## config.mk

```make
export PLATFORM = sky130hd
export DESIGN_NAME = sr_ff_driver
export DESIGN_NICKNAME = d
export VERILOG_FILES = /design/src/rtl/sr_ff_driver.sv
export SDC_FILE = /design/constraint.sdc
export NUM_CORES = 1
export LEC_CHECK = 0
export ABC_AREA = 1
export BUFFER_PORTS_ARGS = -buffer_cell sky130_fd_sc_hd__buf_4
export CORE_AREA = 2 2 39 41
export CTS_CLUSTER_DIAMETER = 120
export CTS_CLUSTER_SIZE = 16
export DETAILED_ROUTE_END_ITERATION = 10
export DIE_AREA = 0 0 41 43
export PLACE_DENSITY = 0.78
export SLEW_MARGIN = 10
export SYNTH_ARGS = -nofsm -noshare
export SYNTH_HDL_FRONTEND = slang
export SYNTH_SLANG_ARGS = --single-unit
```

## constraint.sdc

```tcl
create_clock -name clk -period 1.4 [get_ports clk]
set_input_delay 0.14 -clock clk [delete_from_list [all_inputs] [get_ports clk]]
set_output_delay 0.14 -clock clk [all_outputs]
set_load 0.02 [all_outputs]
```

## src/rtl/sr_ff_driver.sv

```systemverilog
// sr_ff_driver
//   Drives an SR flip-flop to a stream of target bits using the minimal S/R
//   excitation, never issuing S=R=1. Optionally reads q back one cycle after
//   the excitation to confirm the flip-flop reached the target.
//
// Configuration macro: SR_FF_DRV_CHECK_EN
//   defined   : IDLE -> DRIVE -> CHECK -> IDLE, mismatch flag/counter active
//   undefined : IDLE -> DRIVE -> IDLE, err/err_cnt tied to 0
//
// Ports
//   clk        in   clock, rising edge
//   reset      in   synchronous active-high reset
//   tgt_valid  in   target bit presented
//   tgt_bit    in   requested flip-flop state
//   tgt_ready  out  target can be accepted (IDLE and not in reset)
//   s, r       out  registered set/reset excitation to the flip-flop
//   q_fb       in   q read back from the flip-flop
//   busy       out  target in flight
//   done_cnt   out  completed targets, wraps
//   err        out  sticky mismatch flag
//   err_cnt    out  mismatch count, saturates at all-ones

module sr_ff_driver #(
  parameter int CNT_W = 8
) (
  input  logic             clk,
  input  logic             reset,
  input  logic             tgt_valid,
  input  logic             tgt_bit,
  output logic             tgt_ready,
  output logic             s,
  output logic             r,
  input  logic             q_fb,
  output logic             busy,
  output logic [CNT_W-1:0] done_cnt,
  output logic             err,
  output logic [CNT_W-1:0] err_cnt
);

  typedef enum logic [1:0] {
    IDLE  = 2'd0,
    DRIVE = 2'd1,
    CHECK = 2'd2
  } state_t;

  state_t           r_state;
  state_t           w_next;
  logic             w_accept;
  logic             r_s;
  logic             r_r;
  logic [CNT_W-1:0] r_done_cnt;

  always_ff @(posedge clk) begin
    if (reset) begin
      r_state <= IDLE;
    end else begin
      r_state <= w_next;
    end
  end

  always_comb begin
    w_next   = r_state;
    w_accept = 1'b0;
    case (r_state)
      IDLE: begin
        if (tgt_valid) begin
          w_accept = 1'b1;
          w_next   = DRIVE;
        end
      end
`ifdef SR_FF_DRV_CHECK_EN
      DRIVE:   w_next = CHECK;
      CHECK:   w_next = IDLE;
`else
      DRIVE:   w_next = IDLE;
`endif
      default: w_next = IDLE;
    endcase
  end

  // Excitation is only ever non-zero for the single DRIVE cycle; at most one
  // of the two terms can be 1, so S=R=1 cannot occur.
  always_ff @(posedge clk) begin
    if (reset) begin
      r_s <= 1'b0;
      r_r <= 1'b0;
    end else begin
      r_s <= 1'b0;
      r_r <= 1'b0;
      if (w_accept) begin
        r_s <= tgt_bit & ~q_fb;
        r_r <= ~tgt_bit & q_fb;
      end
    end
  end

`ifdef SR_FF_DRV_CHECK_EN
  logic             r_tgt;
  logic             r_err;
  logic [CNT_W-1:0] r_err_cnt;

  always_ff @(posedge clk) begin
    if (reset) begin
      r_tgt      <= 1'b0;
      r_err      <= 1'b0;
      r_err_cnt  <= '0;
      r_done_cnt <= '0;
    end else begin
      if (w_accept) begin
        r_tgt <= tgt_bit;
      end
      if (r_state == CHECK) begin
        r_done_cnt <= r_done_cnt + CNT_W'(1);
        if (q_fb != r_tgt) begin
          r_err <= 1'b1;
          if (r_err_cnt != '1) begin
            r_err_cnt <= r_err_cnt + CNT_W'(1);
          end
        end
      end
    end
  end

  assign err     = r_err;
  assign err_cnt = r_err_cnt;
`else
  always_ff @(posedge clk) begin
    if (reset) begin
      r_done_cnt <= '0;
    end else if (r_state == DRIVE) begin
      r_done_cnt <= r_done_cnt + CNT_W'(1);
    end
  end

  assign err     = 1'b0;
  assign err_cnt = '0;
`endif

  assign tgt_ready = (r_state == IDLE) && !reset;
  assign busy      = (r_state != IDLE);
  assign s         = r_s;
  assign r         = r_r;
  assign done_cnt  = r_done_cnt;

endmodule
```

==> metrics.md <==
| Metric | Value |
|---|---|
| Worst min path class | `in -> reg` |
| Cell count after synthesis | `70` |
| Post-synth top cells | `nor2_1 (12), dfxtp_1 (11), buf_4 (9), nand2_1 (9), inv_1 (8)` |
| Diodes inserted | `0` |
| Sum of negative setup slack | `0 ps` |
| DR WL/cell | `8.69 um` |
| Max-Cap Viols | `0` |
| Synth warn | `0` |
| Hold Buf Count CTS | `0` |
| P_leak | `~0.33 nW` |
| Synth Register Bits | `11` |
| Layout cells sized above 1 | `0.303` |
| DRT Pass-1 Iters | `4` |
| Largest family of logic cells by synthesized area | `simple AND/OR/NAND/NOR gates` |
| Final Max Tran Viols | `0` |
| CP max stage cell | `dfxtp_1` |
| Unrepaired setup endpoints after global routing | `false` |
| H-tree levels | `1` |
| Max frequency | `about 800 MHz` |
| Synth top area cells | `dfxtp_1 (40%), buf_4 (12%), nor2_1 (8.1%), nand2_1 (6.1%), nor2_4 (6.1%)` |
| Share of the yosys chip area belonging to registers | `0.396` |
| Total gr overflow | `0` |
| Yosys top cell area share | `0.396` |
| Final wirelength | `912 um` |
| Number of cell rows | `14` |
| Syn Area/Cell | `7.95 um^2` |
| Die area | `about 0.0018 mm^2` |
| Outcome | `completed` |
| Post-synthesis compound-gate area fraction | `0.0360` |
| Nets@finish | `96` |
| Post-synth EDFFs | `0` |
| Dpl hpwl | `731 um` |
| P per Cell Area | `around 900 mW/mm^2` |
| CP endpoint kind | `output pin` |
| Num ports | `26` |
| Clock skew | `3.20 ps` |
| Pre-CTS WS | `246 ps` |
| Via-to-Cell Ratio | `between 4 and 5` |
| Minimum clock period | `1250 ps` |
| Async set-reset flop share out of synthesis | `0` |
| CP Buf/Inv Count | `2` |
| Initial antenna violation count | `0` |
| Vias in the first global route | `roughly 390` |
| Final hold vios | `0` |
| Required @ worst endpoint | `around 1300 ps` |
| Cts repair resizes | `0` |
| Synth Area in XOR/XNOR | `0.0157` |
| Post-CTS Setup Inserts | `0` |
| Mux cell area share after synthesis | `0` |
| Bufs on Longest Clock Path | `2` |
| Yosys cell types | `16` |
| Buffers on Ports | `16` |
| Post-Synthesis Cell Area | `557 um^2` |
| Root buffer cell | `clkbuf_4` |
| Most instantiated library cell after synthesis | `nor2_1` |
| # setup viols final | `0` |
| Chip width | `41 um` |
| Critical Path Most Common Cell | `buf_4` |
| Slowest stage delay, CP | `480 ps` |
| GRT Util Overall | `0.133` |
| CP Class | `reg -> out` |
| Final worst-path cycle share | `0.890` |
| Critical path, cell by cell | `buf_4, nor2_4, buf_4` |
| Peak VDD IR | `roughly 490 uV` |
| Startpoint Class | `flip-flop` |
| Clk slew on worst S/H paths | `60 ps` |
| Vias | `between 400 and 500` |
| Worst endpoint data arrival time | `1110 ps` |
| First-pass GRT wire length | `around 1600 um` |
| Ys flop type | `dfxtp_1` |
| DRC errors left | `0` |
| TritonCTS clock tree | `yes` |
| Placer Congestion | `about 0.7` |
| Crit-path leading delay family | `flip-flops` |
| Initial DRC Count | `4` |
| FILL cells | `about 150` |
| Critical path fanouts, max | `7` |
| Initial Util | `0.402` |
| Setup ws final | `between 150 and 200 ps` |
| Yosys top cell by area | `dfxtp_1` |
| Antenna-violating nets left | `0` |
| Synth Area in Adders | `0.0225` |
| Clock sinks | `11` |
| Skew-Pair Late Insertion Delay | `260 ps` |
| Synth Area in Simple Gates | `0.328` |
| Num CTS Buffers | `3` |
| Largest net degree at the start of global routing | `8` |
| Area Growth Syn to Fin | `22.5%` |
| Core area | `0.00138 mm^2` |
| Vert. Die Dim | `about 43 um` |
[cell families after synthesis]
group | after synthesis
and+or+nand+nor | 34
buffers and inverters | 18
DFF | 11
AOI/OAI and AO/OA | 4
xor gates and xnor gates | 1
adders and majority gates | 1
other | 1
[where the power goes]
part / internal [mW] / switching, mW / total [mW] / leakage [nW]
Combinational: 0.0309 / 0.0556 / 0.0865 / 0.224
Clock: 0.110 / 0.0976 / 0.208 / 0.0150
Sequential: 0.321 / 0.00968 / 0.330 / 0.0893
Total: 0.462 / 0.163 / 0.624 / 0.328
[registers in the layout, indices dropped and copies added, names as in the netlist]
| register | count |
|---|---|
| s | 1 |
| done_cnt | 8 |
| r | 1 |
| r_state | 1 |
[per-layer routing]
metal	vias to the layer above	wire length (um)	part of all wire	GRT usage
met5	-	0	0	0
met3	0	58	0.064	0.0366
li1	237	-	-	-
met1	201	387	0.42	0.165
met2	17	466	0.51	0.194
met4	0	0	0	0.0800
[worst paths after layout]
check | startpoint | endpoint | slack, ps | cells past startpoint
max | r_state[0] | tgt_ready | 150 | 3
min | tgt_bit | r | 50 | 2
max reg2reg | done_cnt[0] | done_cnt[4] | 250 | 4
min reg2reg | done_cnt[7] | done_cnt[7] | 510 | 2
[layout make-up]
class	count	area, um^2	area share
Clock buffer	4	26.3	0.0385
Inverter	8	30.0	0.0440
Multi-Input combinational cell	49	258	0.378
Sequential cell	11	220	0.323
Tap cell	16	20.0	0.0294
Timing Repair Buffer	17	128	0.187
[through the flow]
step | utilization | power, mW | hold slack [ps] | area, um^2 | instances
4_1_cts | 0.493 | 0.636 | 36.5 | 682 | 105
6_report | 0.493 | 0.624 | 45.5 | 682 | 105
5_1_grt | 0.493 | 0.665 | 33.5 | 682 | 105
3_5_place_dp | 0.474 | 0.424 | 318 | 656 | 101
2_1_floorplan | - | 0.414 | 210 | 587 | 78
3_3_place_gp | 0.474 | 0.423 | 317 | 656 | 101
[cells in the final DEF (no fill, tap or decap)]
cell type / Yosys / layout
o21ai_0: 1 / 1
nor3_2: 1 / 1
buf_4: 9 / 17
nor2_4: 3 / 3
clkbuf_4: 0 / 3
nand3_2: 3 / 3
conb_1: 1 / 9
nor3_1: 4 / 4
nor2_1: 12 / 12
inv_1: 8 / 8
ha_1: 1 / 1
xnor2_1: 1 / 1
nand3_1: 2 / 2
a21oi_1: 3 / 3
clkbuf_1: 0 / 1
nand2_1: 9 / 9
dfxtp_1: 11 / 11
Power figures use the tool's default switching activity.
